[src/rtl/ro_puf_resp_ctrl_pkg.sv]
// rtl/ro_puf_resp_ctrl_pkg.sv - shared types, defaults and helpers for the RO-PUF response controller
//
// Purpose : state encoding, default geometry/timing constants and a clog2
//           helper shared by the controller, its window timer and its interface.
// Ports   : none (package).
package ro_puf_pkg;

  typedef enum logic [2:0] {
    IDLE   = 3'd0,
    CLEAR  = 3'd1,
    RUN    = 3'd2,
    SETTLE = 3'd3,
    SAMPLE = 3'd4,
    DONE   = 3'd5
  } state_t;

  localparam int DEF_N_CHAL        = 4;
  localparam int DEF_SW            = 2;
  localparam int DEF_CW            = 4;
  localparam int DEF_WIN_CYCLES    = 16;
  localparam int DEF_SETTLE_CYCLES = 2;

  // Minimum bit count able to index 'value' distinct items (returns 1 for value <= 2).
  function automatic int clog2(input int value);
    int res;
    res = 0;
    while ((1 << res) < value) res++;
    return (res == 0) ? 1 : res;
  endfunction

endpackage

[src/rtl/ro_puf_resp_ctrl_if.sv]
// rtl/ro_puf_resp_ctrl_if.sv - core-side and response-side signal bundle of the RO-PUF controller
//
// Purpose : groups the oscillator-core control/count signals and the response
//           valid/ready channel.
// Signals : ro_en, ro_sel, ro_clr  controller -> core
//           count1, count2         core -> controller
//           resp_valid, resp, tie_mask, sat_mask  controller -> consumer
//           resp_ready             consumer -> controller
// Modports: master = controller view, slave = core/consumer view.
interface ro_puf_resp_ctrl_if
  import ro_puf_pkg::*;
#(
  parameter int N_CHAL = DEF_N_CHAL,
  parameter int SW     = DEF_SW,
  parameter int CW     = DEF_CW
);

  logic              ro_en;
  logic [SW-1:0]     ro_sel;
  logic              ro_clr;
  logic [CW-1:0]     count1;
  logic [CW-1:0]     count2;
  logic              resp_valid;
  logic              resp_ready;
  logic [N_CHAL-1:0] resp;
  logic [N_CHAL-1:0] tie_mask;
  logic [N_CHAL-1:0] sat_mask;

  modport master (
    output ro_en, ro_sel, ro_clr,
    input  count1, count2,
    output resp_valid, resp, tie_mask, sat_mask,
    input  resp_ready
  );

  modport slave (
    input  ro_en, ro_sel, ro_clr,
    output count1, count2,
    input  resp_valid, resp, tie_mask, sat_mask,
    output resp_ready
  );

endinterface

[src/rtl/ro_puf_resp_ctrl_win_timer.sv]
// rtl/ro_puf_resp_ctrl_win_timer.sv - loadable down-counter timing the RUN and SETTLE intervals
//
// Purpose : counts down from a loaded value to zero and then holds; done is
//           high whenever the count is zero.  Loading N-1 therefore makes the
//           consuming state last exactly N cycles.
// Ports   : clk, reset (async, active-low), load, load_val [TW], done.
module ro_puf_win_timer #(
  parameter int TW = 5
) (
  input  logic          clk,
  input  logic          reset,
  input  logic          load,
  input  logic [TW-1:0] load_val,
  output logic          done
);

  logic [TW-1:0] cnt;

  always_ff @(posedge clk or negedge reset) begin
    if (!reset) begin
      cnt <= '0;
    end else if (load) begin
      cnt <= load_val;
    end else if (cnt != '0) begin
      cnt <= cnt - TW'(1);
    end
  end

  assign done = (cnt == '0);

endmodule

[src/rtl/ro_puf_resp_ctrl.sv]
// rtl/ro_puf_resp_ctrl.sv - sweeps RO-PUF challenge pairs and assembles the response word
//
// Purpose : for each challenge idx: clear the core counters (1 cycle), enable
//           the oscillators for WIN_CYCLES, wait SETTLE_CYCLES for the counts to
//           freeze, then compare count1/count2 and record resp/tie/sat bits.
//           After the last challenge the result is offered on a valid/ready
//           channel and held until accepted.
// Ports   : clk, reset (async, active-low)
//           start  one-cycle sweep request (IDLE only)
//           abort  synchronous return to IDLE, discards partial results
//           busy   high outside IDLE
//           bus    ro_puf_resp_ctrl_if.master (core control, counts, response)
module ro_puf_resp_ctrl
  import ro_puf_pkg::*;
#(
  parameter int N_CHAL        = DEF_N_CHAL,
  parameter int SW            = DEF_SW,
  parameter int CW            = DEF_CW,
  parameter int WIN_CYCLES    = DEF_WIN_CYCLES,
  parameter int SETTLE_CYCLES = DEF_SETTLE_CYCLES
) (
  input  logic                    clk,
  input  logic                    reset,
  input  logic                    start,
  input  logic                    abort,
  output logic                    busy,
  ro_puf_resp_ctrl_if.master      bus
);

  // Wide enough for WIN_CYCLES-1 and SETTLE_CYCLES-1.
  localparam int TW = clog2(WIN_CYCLES + SETTLE_CYCLES) + 1;

  state_t            state;
  logic [SW-1:0]     idx;
  logic              ro_en_q;
  logic              ro_clr_q;
  logic              busy_q;
  logic              valid_q;
  logic [N_CHAL-1:0] resp_q;
  logic [N_CHAL-1:0] tie_q;
  logic [N_CHAL-1:0] sat_q;

  logic              tmr_load;
  logic [TW-1:0]     tmr_val;
  logic              tmr_done;

  logic              gt;
  logic              eq;
  logic              sat;

  // The timer is armed on the edge that enters RUN (from CLEAR) and on the
  // edge that enters SETTLE (end of RUN), so each interval starts fresh.
  assign tmr_load = (state == CLEAR) || ((state == RUN) && tmr_done);
  assign tmr_val  = (state == CLEAR) ? TW'(WIN_CYCLES - 1) : TW'(SETTLE_CYCLES - 1);

  ro_puf_win_timer #(.TW(TW)) u_timer (
    .clk      (clk),
    .reset    (reset),
    .load     (tmr_load),
    .load_val (tmr_val),
    .done     (tmr_done)
  );

  // Counts are frozen during SAMPLE, so the compare can be purely combinational.
  assign gt  = (bus.count1 > bus.count2);
  assign eq  = (bus.count1 == bus.count2);
  assign sat = (bus.count1 == {CW{1'b1}}) || (bus.count2 == {CW{1'b1}});

  always_ff @(posedge clk or negedge reset) begin
    if (!reset) begin
      state    <= IDLE;
      idx      <= '0;
      ro_en_q  <= 1'b0;
      ro_clr_q <= 1'b0;
      busy_q   <= 1'b0;
      valid_q  <= 1'b0;
      resp_q   <= '0;
      tie_q    <= '0;
      sat_q    <= '0;
    end else if (abort) begin
      // Abort overrides every other request, including start and resp_ready.
      state    <= IDLE;
      idx      <= '0;
      ro_en_q  <= 1'b0;
      ro_clr_q <= 1'b0;
      busy_q   <= 1'b0;
      valid_q  <= 1'b0;
      resp_q   <= '0;
      tie_q    <= '0;
      sat_q    <= '0;
    end else begin
      case (state)
        IDLE: begin
          if (start) begin
            state    <= CLEAR;
            idx      <= '0;
            ro_clr_q <= 1'b1;
            busy_q   <= 1'b1;
            resp_q   <= '0;
            tie_q    <= '0;
            sat_q    <= '0;
          end
        end
        CLEAR: begin
          state    <= RUN;
          ro_clr_q <= 1'b0;
          ro_en_q  <= 1'b1;
        end
        RUN: begin
          if (tmr_done) begin
            state   <= SETTLE;
            ro_en_q <= 1'b0;
          end
        end
        SETTLE: begin
          if (tmr_done) state <= SAMPLE;
        end
        SAMPLE: begin
          resp_q[idx] <= gt;
          tie_q[idx]  <= eq;
          sat_q[idx]  <= sat;
          if (idx == SW'(N_CHAL - 1)) begin
            state   <= DONE;
            valid_q <= 1'b1;
          end else begin
            // ro_sel moves only here, while the oscillators are stopped.
            idx      <= idx + SW'(1);
            state    <= CLEAR;
            ro_clr_q <= 1'b1;
          end
        end
        DONE: begin
          if (bus.resp_ready) begin
            state   <= IDLE;
            valid_q <= 1'b0;
            busy_q  <= 1'b0;
          end
        end
        default: begin
          state    <= IDLE;
          idx      <= '0;
          ro_en_q  <= 1'b0;
          ro_clr_q <= 1'b0;
          busy_q   <= 1'b0;
          valid_q  <= 1'b0;
        end
      endcase
    end
  end

  assign bus.ro_en      = ro_en_q;
  assign bus.ro_clr     = ro_clr_q;
  assign bus.ro_sel     = idx;
  assign bus.resp_valid = valid_q;
  assign bus.resp       = resp_q;
  assign bus.tie_mask   = tie_q;
  assign bus.sat_mask   = sat_q;
  assign busy           = busy_q;

endmodule

[src/flat_wrapper.sv]
// flat-port wrapper written by rule: the top's interface ports become plain ports
module ro_puf_resp_ctrl_flat import ro_puf_pkg::*;
#(
  parameter int N_CHAL        = DEF_N_CHAL,
  parameter int SW            = DEF_SW,
  parameter int CW            = DEF_CW,
  parameter int WIN_CYCLES    = DEF_WIN_CYCLES,
  parameter int SETTLE_CYCLES = DEF_SETTLE_CYCLES
)
  (clk, reset, start, abort, busy, bus_ro_en, bus_ro_sel, bus_ro_clr, bus_count1, bus_count2, bus_resp_valid, bus_resp, bus_tie_mask, bus_sat_mask, bus_resp_ready);
  ro_puf_resp_ctrl_if #(.N_CHAL(N_CHAL), .SW(SW), .CW(CW)) bus_i ();
  input  logic clk;
  input  logic reset;
  input  logic start;
  input  logic abort;
  output logic busy;
  output wire logic [$bits(bus_i.ro_en)-1:0] bus_ro_en;
  output wire logic [$bits(bus_i.ro_sel)-1:0] bus_ro_sel;
  output wire logic [$bits(bus_i.ro_clr)-1:0] bus_ro_clr;
  input wire logic [$bits(bus_i.count1)-1:0] bus_count1;
  input wire logic [$bits(bus_i.count2)-1:0] bus_count2;
  output wire logic [$bits(bus_i.resp_valid)-1:0] bus_resp_valid;
  output wire logic [$bits(bus_i.resp)-1:0] bus_resp;
  output wire logic [$bits(bus_i.tie_mask)-1:0] bus_tie_mask;
  output wire logic [$bits(bus_i.sat_mask)-1:0] bus_sat_mask;
  input wire logic [$bits(bus_i.resp_ready)-1:0] bus_resp_ready;
  assign bus_ro_en = bus_i.ro_en;
  assign bus_ro_sel = bus_i.ro_sel;
  assign bus_ro_clr = bus_i.ro_clr;
  assign bus_i.count1 = bus_count1;
  assign bus_i.count2 = bus_count2;
  assign bus_resp_valid = bus_i.resp_valid;
  assign bus_resp = bus_i.resp;
  assign bus_tie_mask = bus_i.tie_mask;
  assign bus_sat_mask = bus_i.sat_mask;
  assign bus_i.resp_ready = bus_resp_ready;
  ro_puf_resp_ctrl #(.N_CHAL(N_CHAL), .SW(SW), .CW(CW), .WIN_CYCLES(WIN_CYCLES), .SETTLE_CYCLES(SETTLE_CYCLES)) u_core (.clk(clk), .reset(reset), .start(start), .abort(abort), .busy(busy), .bus(bus_i));
endmodule
[config.mk]
export PLATFORM = sky130hd
export DESIGN_NAME = ro_puf_resp_ctrl_flat
export DESIGN_NICKNAME = d
export VERILOG_FILES = /design/src/rtl/ro_puf_resp_ctrl_pkg.sv /design/src/rtl/ro_puf_resp_ctrl_if.sv /design/src/rtl/ro_puf_resp_ctrl_win_timer.sv /design/src/rtl/ro_puf_resp_ctrl.sv /design/src/flat_wrapper.sv
export SDC_FILE = /design/constraint.sdc
export NUM_CORES = 1
export LEC_CHECK = 0
export ABC_AREA = 1
export CAP_MARGIN = 20
export CORE_UTILIZATION = 40
export CTS_CLUSTER_DIAMETER = 200
export DETAILED_ROUTE_END_ITERATION = 8
export DONT_BUFFER_PORTS = 1
export MAX_ROUTING_LAYER = met4
export SYNTH_ARGS = -nofsm -noshare
export SYNTH_HDL_FRONTEND = slang
export SYNTH_SLANG_ARGS = --single-unit
[constraint.sdc]
create_clock -name clk -period 1.2 [get_ports clk]
set_input_delay 0.24 -clock clk [delete_from_list [all_inputs] [get_ports clk]]
set_output_delay 0.24 -clock clk [all_outputs]
set_load 0.02 [all_outputs]
# ---- Word-level counts from Yosys, hierarchy flattened
# Cells that the tools add are included.
dict set report op_classes {
  addsub 2
  magnitude_cmp 3
  eq_ne 20
  n_mux 39
  n_reduce_logical 21
}
# op n
set op_table {}
lappend op_table {{4-bit one-hot mux with 2 select lines} 3}
lappend op_table {{4-bit 2-to-1 mux} 5}
lappend op_table {{3-bit 2-to-1 mux} 6}
lappend op_table {{3-bit one-hot mux with 6 select lines} 1}
lappend op_table {{4-bit OR reduction} 4}
lappend op_table {{4-bit bitwise mux} 3}
lappend op_table {{6-bit 2-to-1 mux} 2}
lappend op_table {{1-bit one-hot mux with 3 select lines} 4}
lappend op_table {{3-bit AND reduction} 4}
lappend op_table {{1-bit 2-to-1 mux} 10}
lappend op_table {{2-bit by 1-bit != test with 1-bit output, second input constant} 5}
lappend op_table {{3-bit by 2-bit != test with 1-bit output, second input constant} 3}
lappend op_table {{3-bit != test, second input constant} 3}
lappend op_table {{4-bit equality test, second input constant} 2}
lappend op_table {{3-bit by 2-bit equality test with 1-bit output, second input constant} 2}
lappend op_table {{3-bit equality test, second input constant} 2}
lappend op_table {{6-bit zero test} 1}
lappend op_table {{2-bit 2-to-1 mux} 3}
lappend op_table {{2-bit one-hot mux with 3 select lines} 1}
lappend op_table {{6-bit nonzero test} 1}
lappend op_table {{6-bit by 1-bit subtractor with 6-bit output, second input constant} 1}
lappend op_table {{4-bit equality test} 1}
lappend op_table {{4-bit greater-than comparator} 1}
lappend op_table {{2-bit AND reduction} 2}
lappend op_table {{other kinds (13)} 15}
dict set report totals {
  regBits 27
  input_bits 13
  out_inout_bits 18
  wordCells 95
}

# ---- Longest topological paths before layout
# Gate-level depths: netlist of run 1.
dict set report depth {
  depth_word 7
  mapped_depth 8
}

# ---- Modules after synthesis
# Synthesis of run 1 repeated with hierarchy kept, for this count alone.
dict set report hier_totals {
  cells_unflattened 230
  area_unflattened_um2 1706.6
}
# mod n_inst cells_per_inst area_each_um2 seq_area_each_um2
set modules_own_cells {}
lappend modules_own_cells {ro_puf_resp_ctrl 1 175 1293.7 525.5}
lappend modules_own_cells {ro_puf_win_timer 1 55 412.9 150.1}

# ---- Worst setup path before layout of run 1
# No wires, ideal clock.
dict set report synth_timing {
  path_kind {register to register}
  startpoint {reg u_core.idx[0] (netlist: u_core.bus.ro_sel[0])}
  endpoint {reg u_core.resp_q[3] (netlist: u_core.bus.resp[3])}
  setup_time_ns 0.117
  t_arrival_ns 1.107
  t_required_ns 1.083
  slack_ns -0.024
  stages_incl_launch_ff 7
  path_buffers 0
  cell_sequence {dfrtp_1 -> ha_1 -> inv_1 -> nand4_1 -> nand3_1 -> nand2_1 -> nand2_1}
}
dict set report synth_via {
  elab_chain_cells 7
  elab_cells_between_ends 8
}
# item line_no
set synth_lines {}
lappend synth_lines {{from (decl)} ro_puf_resp_ctrl.sv:34} ;# logic [SW-1:0] idx;
lappend synth_lines {{from (signal assigned)} ro_puf_resp_ctrl.sv:127} ;# idx <= idx + SW'(1);
lappend synth_lines {{2-bit by 3-bit less-than comparator with 1-bit output (not written as such) or 2-bit by 1-bit greater-or-equal comparator with 1-bit output (tied branches)} ro_puf_resp_ctrl.sv:119} ;# resp_q[idx] <= gt;
lappend synth_lines {{1-bit logical AND (not written as such)} ro_puf_resp_ctrl.sv:119}
lappend synth_lines {{1-bit 2-to-1 mux (not written as such)} ro_puf_resp_ctrl.sv:119}
lappend synth_lines {{1-bit demux with 2-bit select *} n/a}
lappend synth_lines {{4-bit bitwise mux *} ro_puf_resp_ctrl.sv:119}
lappend synth_lines {{4-bit one-hot mux with 2 select lines *} ro_puf_resp_ctrl.sv:92} ;# case (state)
lappend synth_lines {{4-bit 2-to-1 mux *} ro_puf_resp_ctrl.sv:80} ;# end else if (abort) begin
lappend synth_lines {{to (signal, indexed assignment)} ro_puf_resp_ctrl.sv:119}
lappend synth_lines {{to (decl)} ro_puf_resp_ctrl.sv:39} ;# logic [N_CHAL-1:0] resp_q;
# Every way passes the cells marked *; elsewhere a longest branch is shown, timed or not.
# A chain may end at the register's enable or synchronous reset.

# ---- Worst setup path after layout of run 1
dict set report layout_timing {
  startpoint {reg u_core.state[1]}
  endpoint {reg u_core.busy_q (netlist: u_core.busy)}
}
dict set report layout_via {
  elab_chain_cells 4
  elab_cells_between_ends 13
}
# item line_no
set layout_lines {}
lappend layout_lines {{from (decl)} ro_puf_resp_ctrl.sv:33} ;# state_t state;
lappend layout_lines {{from (signal assigned)} ro_puf_resp_ctrl.sv:71} ;# state <= IDLE;
lappend layout_lines {{from (signal assigned)} ro_puf_resp_ctrl.sv:82} ;# state <= IDLE;
lappend layout_lines {{from (signal assigned)} ro_puf_resp_ctrl.sv:95} ;# state <= CLEAR;
lappend layout_lines {{3-bit by 2-bit equality test with 1-bit output, or another cell as far along} ro_puf_resp_ctrl.sv:92}
lappend layout_lines {{4-bit OR reduction (no line)} n/a}
lappend layout_lines {{1-bit one-hot mux with 3 select lines or 2-bit by 1-bit != test with 1-bit output (tied branches)} n/a}
lappend layout_lines {{1-bit 2-to-1 mux or 3-bit AND reduction (tied branches)} n/a}
lappend layout_lines {{to (signal assigned)} ro_puf_resp_ctrl.sv:75} ;# busy_q <= 1'b0;
lappend layout_lines {{to (signal assigned)} ro_puf_resp_ctrl.sv:86} ;# busy_q <= 1'b0;
lappend layout_lines {{to (signal assigned)} ro_puf_resp_ctrl.sv:98} ;# busy_q <= 1'b1;
lappend layout_lines {{to (decl)} ro_puf_resp_ctrl.sv:37} ;# logic busy_q;
# Parallel ways exist; a longest one is shown, timed or not.

==> results.md, run 1 <==
- The region available for standard cell placement spans 0.00397 sq mm.
- The setup total negative slack is -0.401 ns.
- The path class of the tightest hold or removal check is in -> reg.
- In this run the count of I/O pins placed on the die edge is 31.
- The number of antenna-violating nets in the routed design is 0.
- The number of DRC markers after the initial detailed-route iteration is 84.
- At the worst endpoint, the required time is 1.42 ns.
- The data arrival time of the critical path is 1.46 ns.
- No sink is reached through more buffers than the 2 on the longest clock path.
- Summed over all nets, the switching power comes to 1.58 mW.
- A synthesized cell averages 7.51 sq um.
- The worst setup path is of the reg -> reg kind.
- The setup clock skew after layout is 0.00270 ns.
- The final hold violation count is 0.
- By area the synthesized netlist is led by sky130_fd_sc_hd__dfrtp_1 (41%), sky130_fd_sc_hd__nand2_1 (18%), sky130_fd_sc_hd__ha_1 (7.6%), sky130_fd_sc_hd__nand3_1 (7.3%), sky130_fd_sc_hd__inv_1 (5.9%).
- Setup slack on the worst reg-to-reg path comes out at -0.04 ns.
- The overall fraction of global-route tracks in use is 0.190.
- The biggest area contributor in the post-synthesis netlist is sky130_fd_sc_hd__dfrtp_1.
- The cell with the biggest individual delay on the critical path is sky130_fd_sc_hd__dfrtp_2.
- TritonCTS created 3 clock buffers.
- The total setup violations reported at the end of the flow is 19.
- The final period utilization is 1.03.
- For this run, the register share of the synthesized area comes to 0.409.
- The number of antenna violations at the first check in global routing is 0.
- In this run the cell area measured after placement is 0.00187 sq mm.
- Port buffering added 0 buffers.
- The share of total power dissipated in the clock network is 0.147.
- The run finished, with violations left.
- The final reports fail on negative setup slack.
- The final setup slack of the worst path is -0.0365 ns.
- Relative to the synthesized area, the layout overhead comes to 29.8%.
- The final routed wirelength across all metal layers is 3.91 mm.
- Of the cells placed in the final design, the portion with a size suffix greater than 1 is 0.311.
- The count of TritonRoute iterations in the first routing pass is 4.
- In the routed design, unresolved DRC markers number 0.
- The worst slew margin relative to its limit is 0.778.
- The flip-flop and latch count after synthesis is 27.
- Routability-driven placement finished with a final weighted congestion of 0.866.
- Setup repair after global routing could not meet its margin everywhere.
- The area of the die is 0.00439 sq mm.
- STA classifies the critical path endpoint as a flip-flop.
- Entering global routing, the biggest net connects 28 pins.
- The top-area cell type share of the netlist area is 0.409.
- Cell internal power was estimated by the tool at 2.13 mW.
- Of the total power, the share spent switching nets is 0.425.
- The number of maximum-capacitance constraint violations is 0.
- The power density over the cells is 1730 mW/mm^2.
- The first-pass GRT wire length is 6.29 mm.
- The post-synth net total is 243.
- The vertical die dimension is 66.3 um.
- The relative contribution of combinational cells to total power is 0.499.
- The actual transition at the worst max-transition pin is 0.333 ns.
- The cell repeated most along the worst path is sky130_fd_sc_hd__nand2_1.
- The layout net count is 275.
- The placed wire-length estimate after detailed placement is 2.75 mm.
- OpenSTA, run right after detailed placement, puts the worst setup slack at -0.123 ns.
- In this run the core area contains 23 standard-cell rows.
- The number of placed instances, taps included, is 292.
- The critical path goes through nor2_8 > nand3_4 > nand2_1 > o21ai_1 > nand2_1.
- The total number of vias is 1496.
- The final antenna diode count is 0.
- The clock tree from TritonCTS is built.
- Synthesis produced a netlist whose cell count is 220.
- Once layout is complete, the utilization of the core stands at 0.540.
- The count of different cell masters after synthesis is 20.
- Summed over all layers, the global routing overflow is 0.
- Summing every instance area after synthesis gives 0.00165 sq mm.
- The maximum operating frequency is 809 MHz.
- Clock-pin slew was measured on the worst setup and hold paths at 0.10 ns.
- The via density per instance is 4.97.
- In this run the static leakage power is 1.16 nW.
- The clock latency reported for the late side of the worst-skew pair is 0.28 ns.
- The starting density of the core is 0.416.
- The via count of the first global-routing pass was 1383.
- The non-filler instance count after layout is 301.
- For this run, the slowest stage of the critical path takes 0.48 ns.
- For this design, the sink count on the clock tree is 27.
- The critical path launch point type is a flip-flop.
- The per-cell routed wire length is 13.0 um.
- Clock tree synthesis selected as its root buffer the cell sky130_fd_sc_hd__clkbuf_8.
- The worst-case IR drop observed on VDD is 0.571 mV.
- Along the worst path, the maximum fanout reaches 10.
- The total count of max-transition violations in the final report is 0.
- The clock period minus final worst setup slack is 1.24 ns.
- The die width is 66.3 um.
- For this run, the number of Yosys warnings is 0.
- CTS built an H-tree with a depth of 1.
- After routing the design area is 0.00214 sq mm.
- The share of total power dissipated in sequential elements is 0.354.
==> sequential cells by signal, summed over array words and instances (netlist names) <==
signal                 cells
u_core.u_timer.cnt         6
u_core.state               3
u_core.bus.tie_mask        4
u_core.bus.resp_valid      1
u_core.bus.ro_sel          2
u_core.bus.sat_mask        4
u_core.bus.ro_clr          1
u_core.bus.ro_en           1
u_core.busy                1
u_core.bus.resp            4
==> timing repair <==
action,4_1_cts,5_1_grt
hold buffers,2,0
endpoints found under the setup margin,21,27
resized for setup,21,28
hold endpoints to repair,27,0
gates cloned,0,0
pin swaps,5,5
setup buffers,2,1
==> worst paths after layout <==
check                                                 start                                end  depth (start not counted)
max                             u_core.state[1]$_DFFE_PN0P_            u_core.busy$_DFFE_PN0P_                          5
min                                                   start            u_core.busy$_DFFE_PN0P_                          2
max reg2reg                     u_core.state[1]$_DFFE_PN0P_            u_core.busy$_DFFE_PN0P_                          5
min reg2reg                u_core.bus.ro_sel[0]$_DFFE_PN0P_   u_core.bus.ro_sel[0]$_DFFE_PN0P_                          2
max in group asynchronous                             reset   u_core.bus.ro_sel[0]$_DFFE_PN0P_                          2
min in group asynchronous                             reset  u_core.bus.resp_valid$_DFFE_PN0P_                          2
==> Yosys cell counts (all sizes together) <==
| master | n |
|---|---|
| nand3 | 26 |
| buf | 2 |
| nor2 | 23 |
| nand4 | 9 |
| clkbuf | 1 |
| ha | 10 |
| xnor2 | 2 |
| o21bai | 1 |
| xor2 | 2 |
| dfrtp | 27 |
| nand2 | 80 |
| a21oi | 5 |
| inv | 29 |
| o21ai | 3 |
==> critical path: cells and delay by family (launching register included) <==
family,cells,cell delay [ns]
compound gates,1,0.07
flops,1,0.48
simple gates,4,0.63
==> logic make-up (layout without fill, tap and decap cells) <==
kind of cell / Yosys count / in the layout / synth area share
AO/OA/AOI/OAI: 9 / 9 / 0.0288
XOR/XNOR: 4 / 4 / 0.0212
adder cells (fa/ha/maj): 10 / 10 / 0.0757
buffers and inverters: 32 / 63 / 0.0878
flip-flops: 27 / 27 / 0.409
AND/OR/NAND/NOR: 138 / 138 / 0.378
==> metal layers <==
| metal | GRT usage | wire (um) |
|---|---|---|
| met5 | - | 0 |
| met1 | 0.252 | 1750 |
| met4 | 0.0399 | 22 |
| met3 | 0.0345 | 166 |
| met2 | 0.302 | 1970 |
==> cell type report <==
type	instances	area [sq um]
Fill cell	394	1830
Tap cell	50	62.6
Multi-Input combinational cell	161	986
Timing Repair Buffer	30	255
Sequential cell	27	681
Clock inverter	1	7.51
Clock buffer	3	41.3
Inverter	29	111
==> power by group through the flow <==
stage	sequential, mW	clock [mW]	combinational, mW
finish	1.31	0.546	1.85
global route	1.34	0.578	2.06
CTS	1.30	0.566	1.55
detailed placement	1.32	0	1.37
global placement	1.32	0	1.36
floorplan	1.28	0	0.918
==> cell usage in the layout (no fill, tap or decap), drive strengths merged <==
master       synthesis  routed
nand2               80      80
buf                  2      29
inv                 29      29
dfrtp               27      27
nand3               26      26
nor2                23      23
ha                  10      10
nand4                9       9
a21oi                5       5
clkbuf               1       3
o21ai                3       3
xor2                 2       2
xnor2                2       2
o21bai               1       1
clkinvlp             0       1
dlygate4sd3          0       1
==> per-stage QoR <==
stage / hold slack, ns / total power, mW
final: 0.108 / 3.71
after global routing: 0.132 / 3.97
after CTS: 0.104 / 3.42
after detailed placement: -0.0550 / 2.68
after global placement: -0.0550 / 2.67
after floorplan: -0.0556 / 2.20
No activity file was read; power rests on OpenSTA's default activity.
==> run 2: changes to the inputs <==
--- a/config.mk
+++ b/config.mk
@@ -12,6 +12,7 @@
 export DETAILED_ROUTE_END_ITERATION = 8
 export DONT_BUFFER_PORTS = 1
 export MAX_ROUTING_LAYER = met4
+export PLACE_DENSITY = 0.54
 export SYNTH_ARGS = -nofsm -noshare
 export SYNTH_HDL_FRONTEND = slang
 export SYNTH_SLANG_ARGS = --single-unit
==> results.md, run 2 (synthesis gave the netlist of run 1 again) <==
- The flow ran to the end, but the final reports show violations.
- The checks that failed: negative setup slack.
- The post-detailed-route DRC marker count is 0.
- For the pin with the worst max-slew slack, the measured transition is 0.308 ns.
- In this run, placement finished with an instance count of 293.
- The final routed wirelength across all metal layers is 3.88 mm.
- The global placer's final weighted congestion is 0.842.
- The number of flip-flops under the largest register name is 6.
- The count of nets left with antenna violations once routing finished came out at 0.
- The number of antenna violations at the first check in global routing came to 0.
- The area inside the core boundary is 0.00397 sq mm.
- The total I/O pin count is 31.
- The total count of max-transition violations in the final report is 0.
- The largest register by flop count is u_core.u_timer.cnt.
- Of the total power, combinational logic draws 0.487.
- The type of the worst min-delay path is in -> reg.
- The cell leakage power is 1.15 nW.
- The clock latency reported for the late side of the worst-skew pair is 0.28 ns.
- The die is 66.3 um wide.
- Relative to the synthesized area, the layout overhead comes to 29.1%.
- The maximum number of buffers from clock root to sink is 2.
- TritonCTS built the clock tree.
- The kind of capture point of the worst setup path is a flip-flop.
- The placed wire-length estimate after detailed placement is 2.78 mm.
- The peak supply drop is 0.562 mV.
- Cell internal power was estimated by the tool at 2.09 mW.
- In the final layout, the multi-input gates occupy 973 sq um.
- The die covers 0.00439 sq mm.
- The total overflow reported by the global router is 0.
- The area occupied by registers is 681 sq um.
- The total number of H-tree levels is 1.
- In this run the tool buffered the top-level ports with 0 buffer cells.
- The setup clock skew after layout is 0.00607 ns.
- Row generation in the floorplan step produced 23 rows.
- In this run the worst path has a maximum fanout of 7.
- Using the TritonRoute via totals, the vias-per-cell ratio works out to 4.94.
- The final hold violation count is 0.
- The critical path in this run is classified as reg -> reg.
- After routing, the total negative slack on setup checks comes to -0.628 ns.
- The die is 66.3 um tall.
- Setup violations remaining at the end of the flow were counted as 18.
- The finished layout holds 302 standard cells, fillers aside.
- Headroom to the max-slew limit came out at 0.794.
- The fraction of power spent switching nets is 0.424.
- Of the available clock period, the critical path in the final layout requires 1.05.
- Derived from the worst setup path, the maximum achievable clock frequency is 790 MHz.
- The switching power total is 1.54 mW.
- The share of cells above drive strength 1 is 0.321.
- The clock period minus final worst setup slack is 1.27 ns.
- Summing over every cut layer, the via total after detailed routing is 1492.
- The post-CTS clock slew at the launch and capture registers of the worst setup and hold paths is 0.11 ns.
- The number of maximum-capacitance constraint violations is 0.
- Data arrives at the worst endpoint at 1.50 ns.
- The fraction of power consumed by sequential logic is 0.358.
- TritonCTS created 3 clock buffers.
- Clock tree synthesis selected as its root buffer the cell sky130_fd_sc_hd__clkbuf_8.
- The power density over the cells is 1700 mW/mm^2.
- The total power of the final layout is 3.64 mW.
- The clock network power share is 0.155.
- Setup repair after global routing could not meet its margin everywhere.
- The clock sink count is 27.
- After filler insertion, the fill cell instance count of the layout stands at 390.
- For this configuration, the core starts out at a cell density of 0.416.
- STA puts the critical path data required time at 1.43 ns.
- The overall fraction of global-route tracks in use is 0.193.
- The top cell types in the final layout, fill and taps aside, are sky130_fd_sc_hd__nand2_1 (73), sky130_fd_sc_hd__buf_4 (27), sky130_fd_sc_hd__dfrtp_1 (23).
- The layout net count is 276.
- The first-pass GRT wire length is 6.33 mm.
- The via count of the first global-routing pass is 1399.
- In the final routed layout, each cell accounts on average for 12.8 um.
- Entering global routing, the biggest net connects 28 pins.
- The critical path launch point type is a flip-flop.
- Once routing completed, OpenROAD measured the worst setup slack at -0.0658 ns.
- The first detailed-routing pass took 4 iterations.
- 0 antenna diodes ended up in the layout.
- The number of DRC markers after the initial detailed-route iteration is 78.
- On the final layout, the worst hold slack is 0.110 ns.
- The library cell used most frequently in the layout, excluding fill and tap cells, is sky130_fd_sc_hd__nand2_1.
## run 2: area by class of cell
| cell class | count | area share |
|---|---|---|
| multi-input combinational | 161 | 0.456 |
| timing repair buffer | 31 | 0.120 |
| tap | 50 | 0.0293 |
| inverter | 29 | 0.0533 |
| sequential | 27 | 0.319 |
| clock buffer | 3 | 0.0193 |
| clock inverter | 1 | 0.00352 |
## run 2: what timing repair did
action | in CTS | in global routing
endpoints found under the hold margin | 27 | 0
hold buffers | 2 | 0
endpoints found under the setup margin | 21 | 27
cloned | 0 | 0
gates resized for setup | 16 | 34
pin swaps | 2 | 9
setup buffers | 3 | 0
## run 2: power groups by stage
stage               clock network, mW  logic (mW)  registers (mW)
CTS                             0.572        1.58            1.29
global route                    0.615        1.98            1.33
finish                          0.565        1.77            1.30
floorplan                           0       0.918            1.28
global placement                    0        1.38            1.31
detailed placement                  0        1.38            1.32
## run 2: routing by layer
metal  wire, um  part of all wire  vias to the layer above  track usage
met5          0                 0                        -            -
met4         40             0.010                        0       0.0479
met3        204             0.053                        5       0.0414
met2       1770              0.46                       34        0.301
met1       1870              0.48                      689        0.256
li1           -                 -                      764            -
## run 2: final timing paths
kind / start / to / slack, ns / cells past startpoint
setup / recovery: u_core.state[0]$_DFFE_PN0P_ / u_core.busy$_DFFE_PN0P_ / -0.07 / 6
hold / removal: start / u_core.busy$_DFFE_PN0P_ / 0.11 / 2
setup reg to reg: u_core.state[0]$_DFFE_PN0P_ / u_core.busy$_DFFE_PN0P_ / -0.07 / 6
hold reg to reg: u_core.u_timer.cnt[0]$_DFFE_PN0P_ / u_core.u_timer.cnt[0]$_DFFE_PN0P_ / 0.53 / 2
max in group asynchronous: reset / u_core.state[1]$_DFFE_PN0P_ / 0.63 / 2
min in group asynchronous: reset / u_core.bus.ro_clr$_DFFE_PN0P_ / 0.40 / 2
## run 2: stage by stage
step                instance area [sq um]  worst slack (ns)   util
finish                               2130           -0.0658  0.537
global route                         2130            -0.135  0.537
CTS                                  2040           -0.0415  0.514
detailed placement                   1880            -0.142  0.473
global placement                     1880            -0.138  0.473
floorplan                            1660           0.00155      -
## run 2: critical path, cell delays in order (launching register included)
cell	delay, ns
sky130_fd_sc_hd__dfrtp_2	0.48
sky130_fd_sc_hd__nor2_8	0.23
sky130_fd_sc_hd__nand3_4	0.16
sky130_fd_sc_hd__buf_6	0.16
sky130_fd_sc_hd__nand2_2	0.04
sky130_fd_sc_hd__o21ai_1	0.06
sky130_fd_sc_hd__nand2_1	0.07
